`config.mk`:
```
export PLATFORM = sky130hd
export DESIGN_NAME = muldiv_sched_flat
export DESIGN_NICKNAME = d
export VERILOG_FILES = /design/src/rtl/muldiv_sched_if.sv /design/src/rtl/muldiv_sched.sv /design/src/flat_wrapper.sv
export SDC_FILE = /design/constraint.sdc
export NUM_CORES = 2
export LEC_CHECK = 0
export ABC_CLOCK_PERIOD_IN_PS = 8600
export BUFFER_PORTS_ARGS = -buffer_cell sky130_fd_sc_hd__buf_2
export CORE_ASPECT_RATIO = 0.7
export CORE_MARGIN = 2
export CORE_UTILIZATION = 24
export CTS_CLUSTER_SIZE = 40
export DETAILED_ROUTE_END_ITERATION = 16
export GPL_ROUTABILITY_DRIVEN = 0
export MAX_ROUTING_LAYER = met4
export PLACE_DENSITY = 0.44
export RECOVER_POWER = 50
export SYNTH_ARGS = -nofsm -noshare
export SYNTH_HDL_FRONTEND = slang
export SYNTH_SLANG_ARGS = --single-unit
```
`constraint.sdc`:
```
create_clock -name clk -period 8.6 [get_ports clk]
set_clock_uncertainty 0.2 [all_clocks]
set_input_delay 0.86 -clock clk [delete_from_list [all_inputs] [get_ports clk]]
set_output_delay 0.86 -clock clk [all_outputs]
set_load 0.01 [all_outputs]
```
`src/rtl/muldiv_sched_if.sv`:
```
// Request/response bundle between the issue stage and the HI/LO multiply/divide sequencer.
interface muldiv_sched_if #(
    parameter int TAG_W = 6
);
    logic             req_valid;
    logic             req_ready;
    logic [2:0]       req_op;
    logic [31:0]      req_a;
    logic [31:0]      req_b;
    logic [TAG_W-1:0] req_tag;
    logic             flush;
    logic             resp_valid;
    logic [TAG_W-1:0] resp_tag;
    logic [31:0]      hi_o;
    logic [31:0]      lo_o;
    logic             busy;

    // Issue-stage side
    modport master (
        output req_valid, req_op, req_a, req_b, req_tag, flush,
        input  req_ready, resp_valid, resp_tag, hi_o, lo_o, busy
    );

    // Sequencer side
    modport slave (
        input  req_valid, req_op, req_a, req_b, req_tag, flush,
        output req_ready, resp_valid, resp_tag, hi_o, lo_o, busy
    );
endinterface

```
`src/rtl/muldiv_sched.sv`:
```
// HI/LO multiply/divide sequencer: fixed-latency multiplier, 32-step restoring
// divider, MTHI/MTLO writes, tagged one-cycle completion pulse.
// Optional macro MULDIV_EARLY_ZERO_EN: zero-operand multiplies and zero
// dividend/divisor divides complete on the accept edge instead of running.
module muldiv_sched #(
    parameter int TAG_W   = 6,
    parameter int MUL_LAT = 3
) (
    input  logic           clk,
    input  logic           reset,
    muldiv_sched_if.slave  bus
);
    typedef enum logic [1:0] {S_IDLE, S_MUL, S_DIV, S_FIX} state_t;

    localparam logic [2:0] OP_MULT  = 3'd0;
    localparam logic [2:0] OP_MULTU = 3'd1;
    localparam logic [2:0] OP_DIV   = 3'd2;
    localparam logic [2:0] OP_DIVU  = 3'd3;
    localparam logic [2:0] OP_MTHI  = 3'd4;
    localparam logic [2:0] OP_MTLO  = 3'd5;

`ifdef MULDIV_EARLY_ZERO_EN
    localparam bit EARLY_ZERO = 1'b1;
`else
    localparam bit EARLY_ZERO = 1'b0;
`endif

    // 64-bit product, operands extended by signedness
    function automatic logic [63:0] mul64(input logic [31:0] a, input logic [31:0] b,
                                          input logic sgn);
        logic [63:0] ax, bx;
        ax = sgn ? {{32{a[31]}}, a} : {32'd0, a};
        bx = sgn ? {{32{b[31]}}, b} : {32'd0, b};
        return ax * bx;
    endfunction

    // One restoring step; returns {remainder, quotient-shift}
    function automatic logic [63:0] div_step(input logic [31:0] rem, input logic [31:0] quo,
                                             input logic [31:0] d);
        logic [32:0] sh, diff;
        sh   = {rem, quo[31]};
        diff = sh - {1'b0, d};
        if (!diff[32]) return {diff[31:0], quo[30:0], 1'b1};
        else           return {sh[31:0], quo[30:0], 1'b0};
    endfunction

    state_t           state_q, state_d;
    logic [4:0]       cnt_q, cnt_d;
    logic [31:0]      a_q, a_d;       // raw rs (multiplicand, or dividend for /0 result)
    logic [31:0]      b_q, b_d;       // raw rt for MUL, divisor magnitude for DIV
    logic             sgn_q, sgn_d;
    logic [31:0]      rem_q, rem_d;
    logic [31:0]      quo_q, quo_d;
    logic             negq_q, negq_d;
    logic             negr_q, negr_d;
    logic             dz_q, dz_d;
    logic [TAG_W-1:0] tag_q, tag_d;
    logic [31:0]      hi_q, hi_d;
    logic [31:0]      lo_q, lo_d;
    logic             resp_valid_q, resp_valid_d;
    logic [TAG_W-1:0] resp_tag_q, resp_tag_d;

    logic        accept;
    logic        div_sgn;
    logic [31:0] a_mag, b_mag;
    logic [63:0] step0, step_n;
    logic [63:0] prod_req, prod_lat;
    logic [31:0] q_fix, r_fix;

    assign bus.req_ready  = (state_q == S_IDLE) && !bus.flush;
    assign accept         = bus.req_valid && bus.req_ready;
    assign bus.busy       = (state_q != S_IDLE);
    assign bus.resp_valid = resp_valid_q;
    assign bus.resp_tag   = resp_tag_q;
    assign bus.hi_o       = hi_q;
    assign bus.lo_o       = lo_q;

    assign div_sgn  = (bus.req_op == OP_DIV);
    assign a_mag    = (div_sgn && bus.req_a[31]) ? -bus.req_a : bus.req_a;
    assign b_mag    = (div_sgn && bus.req_b[31]) ? -bus.req_b : bus.req_b;
    // The first divide step is taken on the accept edge so the write lands at cycle 32
    assign step0    = div_step(32'd0, a_mag, b_mag);
    assign step_n   = div_step(rem_q, quo_q, b_q);
    assign prod_req = mul64(bus.req_a, bus.req_b, bus.req_op == OP_MULT);
    assign prod_lat = mul64(a_q, b_q, sgn_q);
    assign q_fix    = negq_q ? -quo_q : quo_q;
    assign r_fix    = negr_q ? -rem_q : rem_q;

    // Next-state, datapath and completion logic
    always_comb begin
        state_d      = state_q;
        cnt_d        = cnt_q;
        a_d          = a_q;
        b_d          = b_q;
        sgn_d        = sgn_q;
        rem_d        = rem_q;
        quo_d        = quo_q;
        negq_d       = negq_q;
        negr_d       = negr_q;
        dz_d         = dz_q;
        tag_d        = tag_q;
        hi_d         = hi_q;
        lo_d         = lo_q;
        resp_valid_d = 1'b0;
        resp_tag_d   = resp_tag_q;
        case (state_q)
            S_IDLE: begin
                if (accept) begin
                    tag_d = bus.req_tag;
                    case (bus.req_op)
                        OP_MULT, OP_MULTU: begin
                            a_d   = bus.req_a;
                            b_d   = bus.req_b;
                            sgn_d = (bus.req_op == OP_MULT);
                            if (EARLY_ZERO && (bus.req_a == 32'd0 || bus.req_b == 32'd0)) begin
                                hi_d         = 32'd0;
                                lo_d         = 32'd0;
                                resp_valid_d = 1'b1;
                                resp_tag_d   = bus.req_tag;
                            end else if (MUL_LAT == 1) begin
                                {hi_d, lo_d} = prod_req;
                                resp_valid_d = 1'b1;
                                resp_tag_d   = bus.req_tag;
                            end else begin
                                cnt_d   = 5'd1;
                                state_d = S_MUL;
                            end
                        end
                        OP_DIV, OP_DIVU: begin
                            a_d    = bus.req_a;
                            b_d    = b_mag;
                            negq_d = div_sgn && (bus.req_a[31] ^ bus.req_b[31]);
                            negr_d = div_sgn && bus.req_a[31];
                            dz_d   = (bus.req_b == 32'd0);
                            if (EARLY_ZERO && bus.req_b == 32'd0) begin
                                hi_d         = bus.req_a;
                                lo_d         = 32'hFFFF_FFFF;
                                resp_valid_d = 1'b1;
                                resp_tag_d   = bus.req_tag;
                            end else if (EARLY_ZERO && bus.req_a == 32'd0) begin
                                hi_d         = 32'd0;
                                lo_d         = 32'd0;
                                resp_valid_d = 1'b1;
                                resp_tag_d   = bus.req_tag;
                            end else begin
                                {rem_d, quo_d} = step0;
                                cnt_d          = 5'd1;
                                state_d        = S_DIV;
                            end
                        end
                        OP_MTHI: begin
                            hi_d         = bus.req_a;
                            resp_valid_d = 1'b1;
                            resp_tag_d   = bus.req_tag;
                        end
                        OP_MTLO: begin
                            lo_d         = bus.req_a;
                            resp_valid_d = 1'b1;
                            resp_tag_d   = bus.req_tag;
                        end
                        default: begin
                            resp_valid_d = 1'b1;
                            resp_tag_d   = bus.req_tag;
                        end
                    endcase
                end
            end
            S_MUL: begin
                if (bus.flush) begin
                    state_d = S_IDLE;
                end else if (cnt_q == 5'(MUL_LAT - 1)) begin
                    {hi_d, lo_d} = prod_lat;
                    resp_valid_d = 1'b1;
                    resp_tag_d   = tag_q;
                    state_d      = S_IDLE;
                end else begin
                    cnt_d = cnt_q + 5'd1;
                end
            end
            S_DIV: begin
                if (bus.flush) begin
                    state_d = S_IDLE;
                end else begin
                    {rem_d, quo_d} = step_n;
                    cnt_d          = cnt_q + 5'd1;
                    if (cnt_q == 5'd31) state_d = S_FIX;
                end
            end
            S_FIX: begin
                state_d = S_IDLE;
                if (!bus.flush) begin
                    hi_d         = dz_q ? a_q : r_fix;
                    lo_d         = dz_q ? 32'hFFFF_FFFF : q_fix;
                    resp_valid_d = 1'b1;
                    resp_tag_d   = tag_q;
                end
            end
            default: state_d = S_IDLE;
        endcase
    end

    // State and datapath registers
    always_ff @(posedge clk) begin
        if (reset) begin
            state_q      <= S_IDLE;
            cnt_q        <= '0;
            a_q          <= '0;
            b_q          <= '0;
            sgn_q        <= 1'b0;
            rem_q        <= '0;
            quo_q        <= '0;
            negq_q       <= 1'b0;
            negr_q       <= 1'b0;
            dz_q         <= 1'b0;
            tag_q        <= '0;
            hi_q         <= '0;
            lo_q         <= '0;
            resp_valid_q <= 1'b0;
            resp_tag_q   <= '0;
        end else begin
            state_q      <= state_d;
            cnt_q        <= cnt_d;
            a_q          <= a_d;
            b_q          <= b_d;
            sgn_q        <= sgn_d;
            rem_q        <= rem_d;
            quo_q        <= quo_d;
            negq_q       <= negq_d;
            negr_q       <= negr_d;
            dz_q         <= dz_d;
            tag_q        <= tag_d;
            hi_q         <= hi_d;
            lo_q         <= lo_d;
            resp_valid_q <= resp_valid_d;
            resp_tag_q   <= resp_tag_d;
        end
    end
endmodule

```
`src/flat_wrapper.sv`:
```
// flat-port wrapper written by rule: the top's interface ports become plain ports
module muldiv_sched_flat 
#(
    parameter int TAG_W   = 6,
    parameter int MUL_LAT = 3
)
  (clk, reset, bus_req_valid, bus_req_op, bus_req_a, bus_req_b, bus_req_tag, bus_flush, bus_req_ready, bus_resp_valid, bus_resp_tag, bus_hi_o, bus_lo_o, bus_busy);
  muldiv_sched_if #(.TAG_W(TAG_W)) bus_i ();
  input  logic clk;
  input  logic reset;
  input wire logic [$bits(bus_i.req_valid)-1:0] bus_req_valid;
  input wire logic [$bits(bus_i.req_op)-1:0] bus_req_op;
  input wire logic [$bits(bus_i.req_a)-1:0] bus_req_a;
  input wire logic [$bits(bus_i.req_b)-1:0] bus_req_b;
  input wire logic [$bits(bus_i.req_tag)-1:0] bus_req_tag;
  input wire logic [$bits(bus_i.flush)-1:0] bus_flush;
  output wire logic [$bits(bus_i.req_ready)-1:0] bus_req_ready;
  output wire logic [$bits(bus_i.resp_valid)-1:0] bus_resp_valid;
  output wire logic [$bits(bus_i.resp_tag)-1:0] bus_resp_tag;
  output wire logic [$bits(bus_i.hi_o)-1:0] bus_hi_o;
  output wire logic [$bits(bus_i.lo_o)-1:0] bus_lo_o;
  output wire logic [$bits(bus_i.busy)-1:0] bus_busy;
  assign bus_i.req_valid = bus_req_valid;
  assign bus_i.req_op = bus_req_op;
  assign bus_i.req_a = bus_req_a;
  assign bus_i.req_b = bus_req_b;
  assign bus_i.req_tag = bus_req_tag;
  assign bus_i.flush = bus_flush;
  assign bus_req_ready = bus_i.req_ready;
  assign bus_resp_valid = bus_i.resp_valid;
  assign bus_resp_tag = bus_i.resp_tag;
  assign bus_hi_o = bus_i.hi_o;
  assign bus_lo_o = bus_i.lo_o;
  assign bus_busy = bus_i.busy;
  muldiv_sched #(.TAG_W(TAG_W), .MUL_LAT(MUL_LAT)) u_core (.clk(clk), .reset(reset), .bus(bus_i));
endmodule
```
==> results.md <==
- Cell Rows: 156
- Cells taking the most area after synthesis: fa_1 45%, inv_1 9.6%, ha_1 7.1%, dfxtp_1 6.9%, and2_1 5.8%
- Most frequent cells after synthesis: 1592 x inv_1, 1420 x fa_1, 832 x nand2_1
- Die X: 614 µm
- Clk_lat worst skew: 0.60 ns
- CP max FO: 4
- Final period utilization: 1.03
- Setup_tns: -3.01 ns
- Root buffer cell: clkbuf_16
- Top cell type's share of synthesized area: 0.454
- Tightest Pin Transition: 3.00 ns
- CTS tree: built
- Wire length per cell: 20.9 µm
- Placed inst area: 0.0733 mm²
- Initial antenna violation count: 12
- Pin count of the biggest net entering global routing: 170
- Num Clock Sinks: 216
- EDFF count, synth: 0
- IO Port Bufs: 149
- Delay of the slowest critical-path stage: 0.60 ns
- Dpl ws: -1.22 ns
- CP Launch Point: u_core.b_q[3]
- Detailed placer's ending HPWL: 201 mm
- WHS: 0.253 ns
- Worst Setup Slack, final: -0.279 ns
- Max-cap violations: 3
- Avg Synthesized Cell Area: 8.77 µm²
- CTS H-Tree Depth: 1
- Final std cells w/o fill: 11.3k
- Die area: 0.265 mm²
- Sequential fraction of the synthesis area: 0.0691
- Vias/cell: 4.53
- Mapped cell area: 0.0626 mm²
- WS Path Type: reg -> reg
- Syn Nets: 8986
- Final ANT Viol Nets: 0
- FMAX: 113 MHz
- Vias in the first global route: 54.0k
- Core area: 0.259 mm²
- Vias: 51.1k
- CP Launch Type: flip-flop
- Synth Flop Type: dfxtp_1
- Setup crit end kind: flip-flop
- Async S/R FF share, synth: 0
- GR Overflow Total: 0
- Share of layout cells above drive strength 1: 0.195
- Setup violators final: 19
- Drt first pass iters: 7
- Reg2reg setup slack: -0.28 ns
- End point of the critical path: u_core.bus.hi_o[19]
- Worst path slowest cell: fa_2
- Starting density of the core: 0.242
- Layout area overhead: 24.5%
- Hold Path Class: reg -> reg
- Post-synth cell types: 85
- Cell taking the most area after synthesis: fa_1
- Tmin final: 8.88 ns
- Unrepaired setup endpoints after global routing: true
- Worst VDD drop: 0.151 mV
- Slew Viols, Final: 137
- Clk pin slew, worst setup/hold paths: 0.09 ns
- Reg2Reg Depth: 33
- Tot GR Track Use: 0.184
- Die Span Y: 431 µm
- Power Density: 89.5 mW/mm²
- Worst EP required: 8.89 ns
- DRT iter0 DRCs: 3779
- Cell with the most instances after synthesis: inv_1
- First-pass GRT wire length: 359 mm
- CTS buffer count: 27
- Layout Nets: 9628
- Post-Synthesis Cells: 7136
- Synth Warn #: 0
- Slew headroom: -1.00
- Arr. time, crit path: 9.17 ns
- DRC Markers: 0
- Reg-to-Reg End: u_core.bus.hi_o[19]
- Post-Route WL: 236 mm
- Post-CTS Hold Buffers: 0
- RR Startpoint: u_core.b_q[3]
- I/O pin count: 150
- Longest Clk Path Bufs: 3
- Design Area, Final: 0.0779 mm²
- Flops & latches, synth: 216
- Final Hold Vio Count: 0
- Filler cells: 27.7k
- Failing checks: capacitance limit, slew limit, setup timing
- Placed insts: 11.1k
- Pleak: 37.1 nW
- Outcome: complete, but fails checks
==> power by group <==
group	switching (mW)	internal, mW
logic	2.75	1.52
clock network	0.553	0.686
registers	0.243	1.21
==> worst min-delay path by stage <==
stage	end	from	depth (start not counted)
floorplan	u_core.tag_q[0]	u_core.tag_q[0]	2
detailed placement	u_core.tag_q[5]	u_core.tag_q[5]	2
global placement	u_core.tag_q[1]	u_core.tag_q[1]	2
CTS	u_core.tag_q[5]	u_core.tag_q[5]	2
global route	u_core.tag_q[2]	u_core.tag_q[2]	2
finish	u_core.tag_q[5]	u_core.tag_q[5]	2
==> stage by stage <==
step	power (mW)	util
floorplan	3.65	-
global placement	5.44	0.283
detailed placement	5.46	0.283
CTS	6.85	0.296
global route	7.35	0.301
finish	6.97	0.301
==> metal layers <==
metal,up-vias,share of wire,GRT usage
met2,1364,0.43,0.272
li1,22900,-,-
met1,26700,0.50,0.278
met3,161,0.051,0.0142
met5,-,0,-
met4,0,0.016,0.0226
==> cell type report <==
cell class                 count  area (µm²)  area share
timing repair buffer        1019        9050       0.116
multi-input combinational   4921       53200       0.683
antenna                        6        15.0    0.000193
tap                         3476        4350      0.0558
inverter                    1593        5990      0.0769
clock buffer                  36         729     0.00937
sequential                   216        4420      0.0568
clock inverter                12         146     0.00188
==> cell families (layout without fill, tap and decap cells) <==
kind of cell	Yosys count	count (layout)	synth area share
mux	27	27	0.00438
flops	216	216	0.0691
simple gates	2001	2001	0.156
buf+inv	1999	2660	0.120
other cells	0	6	0
xor+xnor	256	256	0.0358
compound gates	860	860	0.0885
fa+ha+maj	1777	1777	0.526
==> flip-flops by register name (all words and copies together), names as in the netlist <==
register,cells
u_core.bus.resp_valid,1
u_core.cnt_q,5
u_core.tag_q,6
u_core.b_q,32
u_core.bus.hi_o,32
u_core.negq_q,1
u_core.sgn_q,1
u_core.negr_q,1
u_core.a_q,32
u_core.rem_q,32
u_core.dz_q,1
u_core.quo_q,32
u_core.state_q,2
u_core.bus.lo_o,32
u_core.bus.resp_tag,6
==> layout by cell type (no fill, tap or decap), types with 77 or more instances in the layout <==
cell type,netlist,final
a21oi_1,253,213
and2_1,583,558
buf_12,0,114
buf_4,1,660
buf_6,2,77
clkbuf_1,381,85
dfxtp_1,216,165
fa_1,1420,1343
fa_2,0,77
ha_1,353,303
inv_1,1592,1514
nand2_1,832,800
nor2_1,271,260
o21ai_0,196,168
xnor2_1,174,156
==> critical path: cells and delay by family (launching register included) <==
kind	cells	cell delay [ns]
AO/OA/AOI/OAI	3	0.72
XOR/XNOR	1	0.18
adder cells (fa/ha/maj)	11	5.53
buffers and inverters	12	1.08
flip-flops	1	0.34
AND/OR/NAND/NOR	6	0.70
==> what timing repair did <==
action                                  in CTS  in global routing
cloned                                       4                  0
endpoints found under the setup margin      42                 44
gates resized for setup                    416                283
pin swaps                                  192                208
setup buffers                               60                 51
(Power assumes the default switching activity.)
